<file path="src/rtl/green_i2c_master.sv">
`default_nettype none
// ==== green_i2c_master : one-byte-per-command I2C master (START/STOP, clock stretching, ====
// ==== arbitration-loss detection, open-drain pad enables)                  rev 1.0     ====
module green_i2c_master #(
  parameter int CLK_DIV = 250
) (
  input  logic       Clk_100,
  input  logic       SoftReset,
  input  logic       cmd_valid,
  output logic       cmd_ready,
  input  logic       cmd_start,
  input  logic       cmd_stop,
  input  logic       cmd_read,
  input  logic [7:0] cmd_wdata,
  input  logic       cmd_nack,
  output logic       rsp_valid,
  output logic [7:0] rsp_rdata,
  output logic       rsp_nack,
  output logic       rsp_arb_lost,
  input  logic       b2g_I2C0_scl,
  input  logic       b2g_I2C0_sda,
  output logic       g2b_I2C0_scl,
  output logic       g2b_I2C0_sda,
  output logic       oen_I2C0_scl,
  output logic       oen_I2C0_sda
);

  // Once SCL is seen high after a stretch, finish the quarter so that the
  // total delay equals the stretch length despite the 2-cycle synchronizer.
  localparam logic [11:0] DIV_LAST = 12'(CLK_DIV - 1);
  localparam logic [11:0] Q1_LAST  = 12'((CLK_DIV > 3) ? (CLK_DIV - 3) : 0);

  typedef enum logic [2:0] {IDLE, START, BIT, ACK, STOP, RESP} state_t;

  state_t      state;
  logic [1:0]  scl_sync;
  logic [1:0]  sda_sync;
  logic [11:0] timer;
  logic        waiting;
  logic [1:0]  quarter;
  logic [2:0]  bit_cnt;
  logic [7:0]  shreg;
  logic        stop_r;
  logic        read_r;
  logic        nack_r;

  logic scl_s;
  logic sda_s;
  logic at_end;
  logic scl_wait_q;
  logic q_done;
  logic enter_wait;

  assign scl_s        = scl_sync[1];
  assign sda_s        = sda_sync[1];
  assign g2b_I2C0_scl = 1'b0;
  assign g2b_I2C0_sda = 1'b0;

  always_comb begin
    at_end     = (timer == DIV_LAST);
    scl_wait_q = (quarter == 2'd1) &&
                 (state == START || state == BIT || state == ACK || state == STOP);
    q_done     = 1'b0;
    enter_wait = 1'b0;
    if (state != IDLE && state != RESP) begin
      if (scl_wait_q && waiting) begin
        q_done = scl_s && (timer == Q1_LAST);
      end else if (scl_wait_q) begin
        q_done     = at_end && scl_s;
        enter_wait = at_end && !scl_s;
      end else begin
        q_done = at_end;
      end
    end
  end

  always_ff @(posedge Clk_100) begin
    if (SoftReset) begin
      state        <= IDLE;
      scl_sync     <= 2'b11;
      sda_sync     <= 2'b11;
      timer        <= 12'd0;
      waiting      <= 1'b0;
      quarter      <= 2'd0;
      bit_cnt      <= 3'd0;
      shreg        <= 8'd0;
      stop_r       <= 1'b0;
      read_r       <= 1'b0;
      nack_r       <= 1'b0;
      cmd_ready    <= 1'b0;
      rsp_valid    <= 1'b0;
      rsp_rdata    <= 8'd0;
      rsp_nack     <= 1'b0;
      rsp_arb_lost <= 1'b0;
      oen_I2C0_scl <= 1'b0;
      oen_I2C0_sda <= 1'b0;
    end else begin
      scl_sync  <= {scl_sync[0], b2g_I2C0_scl};
      sda_sync  <= {sda_sync[0], b2g_I2C0_sda};
      rsp_valid <= 1'b0;

      if (state == IDLE || state == RESP || q_done) begin
        timer   <= 12'd0;
        waiting <= 1'b0;
      end else if (enter_wait) begin
        timer   <= 12'd0;
        waiting <= 1'b1;
      end else if (waiting && !scl_s) begin
        timer <= 12'd0;
      end else begin
        timer <= timer + 12'd1;
      end

      case (state)
        IDLE: begin
          if (cmd_valid && cmd_ready) begin
            cmd_ready    <= 1'b0;
            stop_r       <= cmd_stop;
            read_r       <= cmd_read;
            nack_r       <= cmd_nack;
            shreg        <= cmd_wdata;
            rsp_rdata    <= 8'd0;
            rsp_nack     <= 1'b0;
            rsp_arb_lost <= 1'b0;
            quarter      <= 2'd0;
            bit_cnt      <= 3'd0;
            if (cmd_start) begin
              state        <= START;
              oen_I2C0_sda <= 1'b0;
            end else begin
              state        <= BIT;
              oen_I2C0_scl <= 1'b1;
              oen_I2C0_sda <= !cmd_read && !cmd_wdata[7];
            end
          end else begin
            cmd_ready <= 1'b1;
          end
        end

        START: begin
          if (q_done) begin
            case (quarter)
              2'd0: begin quarter <= 2'd1; oen_I2C0_scl <= 1'b0; end
              2'd1: begin quarter <= 2'd2; oen_I2C0_sda <= 1'b1; end
              2'd2: begin quarter <= 2'd3; oen_I2C0_scl <= 1'b1; end
              2'd3: begin
                state        <= BIT;
                quarter      <= 2'd0;
                oen_I2C0_sda <= !read_r && !shreg[7];
              end
            endcase
          end
        end

        BIT: begin
          if (q_done) begin
            case (quarter)
              2'd0: begin quarter <= 2'd1; oen_I2C0_scl <= 1'b0; end
              2'd1: quarter <= 2'd2;
              2'd2: begin
                // Released a 1 but the bus reads 0: another master owns the bus.
                if (!read_r && !oen_I2C0_sda && !sda_s) begin
                  state        <= RESP;
                  rsp_arb_lost <= 1'b1;
                  oen_I2C0_scl <= 1'b0;
                  oen_I2C0_sda <= 1'b0;
                end else begin
                  shreg        <= {shreg[6:0], sda_s};
                  quarter      <= 2'd3;
                  oen_I2C0_scl <= 1'b1;
                end
              end
              2'd3: begin
                quarter <= 2'd0;
                if (bit_cnt == 3'd7) begin
                  state        <= ACK;
                  rsp_rdata    <= read_r ? shreg : 8'd0;
                  oen_I2C0_sda <= read_r && !nack_r;
                end else begin
                  bit_cnt      <= bit_cnt + 3'd1;
                  oen_I2C0_sda <= !read_r && !shreg[7];
                end
              end
            endcase
          end
        end

        ACK: begin
          if (q_done) begin
            case (quarter)
              2'd0: begin quarter <= 2'd1; oen_I2C0_scl <= 1'b0; end
              2'd1: quarter <= 2'd2;
              2'd2: begin
                if (!read_r) rsp_nack <= sda_s;
                quarter      <= 2'd3;
                oen_I2C0_scl <= 1'b1;
              end
              2'd3: begin
                quarter <= 2'd0;
                if (stop_r) begin
                  state        <= STOP;
                  oen_I2C0_sda <= 1'b1;
                end else begin
                  state        <= RESP;
                  oen_I2C0_sda <= 1'b0;
                end
              end
            endcase
          end
        end

        STOP: begin
          if (q_done) begin
            case (quarter)
              2'd0:    begin quarter <= 2'd1; oen_I2C0_scl <= 1'b0; end
              2'd1:    begin quarter <= 2'd2; oen_I2C0_sda <= 1'b0; end
              default: begin quarter <= 2'd0; state <= RESP; end
            endcase
          end
        end

        RESP: begin
          rsp_valid <= 1'b1;
          cmd_ready <= 1'b1;
          state     <= IDLE;
        end

        default: state <= IDLE;
      endcase
    end
  end

endmodule
`default_nettype wire

</file>
<file path="config.mk">
export PLATFORM = sky130hd
export DESIGN_NAME = green_i2c_master
export DESIGN_NICKNAME = d
export VERILOG_FILES = /design/src/rtl/green_i2c_master.sv
export SDC_FILE = /design/constraint.sdc
export NUM_CORES = 1
export LEC_CHECK = 0
export CORE_AREA = 3 3 78 80
export DETAILED_ROUTE_END_ITERATION = 8
export DIE_AREA = 0 0 81 83
export PLACE_DENSITY = 0.71
export SLEW_MARGIN = 20
export SYNTH_ARGS = -nofsm -noshare
export SYNTH_HDL_FRONTEND = slang
export SYNTH_SLANG_ARGS = --single-unit
</file>
<file path="constraint.sdc">
create_clock -name Clk_100 -period 3.56 [get_ports Clk_100]
set_input_delay 0.712 -clock Clk_100 [delete_from_list [all_inputs] [get_ports Clk_100]]
set_output_delay 0.712 -clock Clk_100 [all_outputs]
set_load 0.02 [all_outputs]
</file>
==> impl_metrics.json <==
{
  "drt_iter0_markers": 144,
  "syn_area_um2": 2710,
  "drcViolationCount": 0,
  "ios": 33,
  "critical_path.endpoint": "oen_I2C0_sda",
  "cts.sinks": 50,
  "synthMuxAreaShare": 0.0480,
  "vias": 2355,
  "portBuffers": 30,
  "start_kind": "flip-flop",
  "clock_path_buffers": 2,
  "r2r_slack_ns": 1.10,
  "synth_edf_count": 0,
  "worst-r2r-cell-count": 7,
  "grt_max_degree": 27,
  "worstReg2RegEnd": "oen_I2C0_sda",
  "synth_async_sr_flop_share": 0,
  "wire_per_inst_um": 13.7,
  "wl_met2_um": 2710,
  "diodes": 0,
  "start_util": 0.495,
  "leakage_nw": 1.11,
  "layout.area.seq_um2": 1000,
  "final_nets": 377,
  "yosys_warnings": 0,
  "fin_crit_ns": 2.46,
  "worstReg2RegStart": "timer[0]",
  "holdBufCountCts": 0,
  "critPathRequiredTime_ns": 3.76,
  "die_h_um": 83,
  "synth_fa_ha_area_frac": 0.0416,
  "num_rows": 27,
  "die-area_um2": 6720,
  "clk_pin_slew_ns": 0.09,
  "synthSimpleGateAreaFrac": 0.305,
  "htree_levels": 2,
  "cts_tree": "done",
  "cts_setup_buffers": 0,
  "total_power_w": 0.00162,
  "coreArea_um2": 5470,
  "first_pass_iters": 4,
  "fin_crit_sh": 0.690,
  "detail_route.vias_per_cell": 5.55,
  "slew_viol_final": 0,
  "clkLatencyLatePin_ns": 0.30,
  "drv_cap": 0,
  "cts_resized": 0,
  "yosysTopAreaCell": "dfxtp_1",
  "area_delta_synth_final_pct": 16.4,
  "gp_congestion": 0.863,
  "synth_most_common_cell": "dfxtp_1",
  "status": "finished, final reports clean",
  "grt_usage": 0.178,
  "synthXorXnorAreaFrac": 0.0323,
  "yosysUniqueCellTypes": 53,
  "multiInputGateArea_um2": 1590,
  "grt_pass1_vias": 2156,
  "drive_gt1_frac": 0.0966,
  "grt_pass1_wl_um": 9790,
  "crit_type": "flip-flop to flip-flop",
  "antenna_found_initial": 0,
  "cts_root_buf": "clkbuf_8",
  "yosys.area.top_type_share": 0.369,
  "cp_max_fo": 5,
  "powerDensity_nw_per_um2": 512,
  "slew_headroom": 0.533,
  "syn_inst": 327,
  "wl_met3_um": 366,
  "ir_drop_mv": 0.234,
  "synth_seq_area_share": 0.369,
  "routed.top_layer": "met4",
  "synth_compound_area_frac": 0.159,
  "routed_wirelength_um": 5800,
  "nFillCells": 515,
  "grt_remaining_overflow": 0,
  "die_w_um": 81,
  "synth_top_family_by_area": "simple AND/OR/NAND/NOR gates",
  "hold_violations": 0,
  "clock_skew_ns": 0.00433,
  "finalSetupViolCount": 0,
  "hpwl_um": 4320,
  "cts_buffers": 5,
  "wl_met1_um": 2670,
  "ys_top_cells_by_count": "dfxtp_1, nand2_1, nor2_1, a21oi_1, nand2b_1",
  "avgSynthCellArea_um2": 8.29,
  "max_freq_mhz": 407,
  "yosys-top-cells-area": "dfxtp_1, nand2_1, nor2_1",
  "ys_ff_latch": 50,
  "cp.arrival_ns": 2.66,
  "tightest_slew_ns": 0.694,
  "min_path_type": "flip-flop to flip-flop",
  "critPathLaunch": "timer[0]",
  "cp-end-kind": "flip-flop",
  "setup_tns_ns": 0,
  "synth_top_flop_cell": "dfxtp_1",
  "ant_nets": 0,
  "rsz0062_at_grt": "false"
}
worst min-delay path by stage:
stage                      from          end  depth (start not counted)
floorplan           scl_sync[0]  scl_sync[1]                          1
global placement    scl_sync[0]  scl_sync[1]                          1
detailed placement  sda_sync[0]  sda_sync[1]                          1
CTS                 sda_sync[0]  sda_sync[1]                          1
global route        sda_sync[0]  sda_sync[1]                          1
finish              scl_sync[0]  scl_sync[1]                          1
cells by family (layout without fill, tap and decap cells):
logic type / Yosys count / after routing
multiplexers: 13 / 13
buffers and inverters: 28 / 52
flip-flops: 50 / 50
AO/OA/AOI/OAI: 59 / 59
adder cells (fa/ha/maj): 9 / 9
AND/OR/NAND/NOR: 157 / 157
XOR/XNOR: 10 / 10
other: 1 / 2
critical path, stage by stage, from the launching register on:
cell and delay (ns):
dfxtp_1 0.40, ha_1 0.17, and3b_1 0.30, a21boi_0 0.42, a21oi_1 0.12, o21ai_0 0.58, a21oi_1 0.13, a31o_2 0.23
layout make-up:
type                       instances  share of cell area
clock buffer                       6              0.0262
clock inverter                     2             0.00397
inverter                           8             0.00952
multi-input combinational        250               0.505
sequential                        50               0.317
tap                               72              0.0285
timing repair buffer              36               0.109
placed cells by master (no fill, tap or decap), types with 3 or more instances in the layout:
| cell type | count |
|---|---|
| or2_2 | 7 |
| inv_1 | 8 |
| xnor2_1 | 6 |
| xor2_1 | 4 |
| nor3_1 | 11 |
| and3_1 | 4 |
| nand3b_1 | 3 |
| o22ai_1 | 3 |
| nand2_1 | 41 |
| or4_1 | 3 |
| nand2b_1 | 15 |
| o21ai_0 | 5 |
| dfxtp_1 | 50 |
| a31oi_1 | 5 |
| nand3_1 | 7 |
| a311oi_1 | 9 |
| nor3b_1 | 3 |
| a21oi_1 | 19 |
| clkdlybuf4s50_1 | 30 |
| nor2_1 | 41 |
| or3_1 | 4 |
| clkbuf_8 | 6 |
| nand4_1 | 4 |
| ha_1 | 9 |
| mux2i_1 | 13 |
| buf_4 | 6 |
routing by layer:
metal  GRT usage  vias to the layer above
met1       0.238                     1100
met5           0                        -
met2       0.284                       59
met3      0.0380                        5
met4      0.0538                        0
li1            -                     1191
per-stage QoR:
step,utilization,hold WS (ns),worst slack (ns),cells,cell area (um^2)
finish,0.577,0.418,1.10,424,3160
global placement,0.559,0.393,1.01,416,3060
CTS,0.577,0.422,1.15,424,3160
floorplan,-,0.389,1.29,328,2710
detailed placement,0.559,0.398,0.959,416,3060
global route,0.577,0.441,0.886,424,3160
sequential cells by signal, summed over array words and instances, names as in the netlist, 2 cells and up:
register / flops
scl_sync: 2
rsp_rdata: 8
bit_cnt: 3
timer: 12
quarter: 2
shreg: 8
sda_sync: 2
state: 3
power breakdown:
group	switching, W	leakage [nW]	internal [W]
logic	0.000325	0.659	0.000241
registers	0.0000780	0.406	0.000630
clock network	0.000186	0.0472	0.000156
Power figures use the tool's default switching activity.
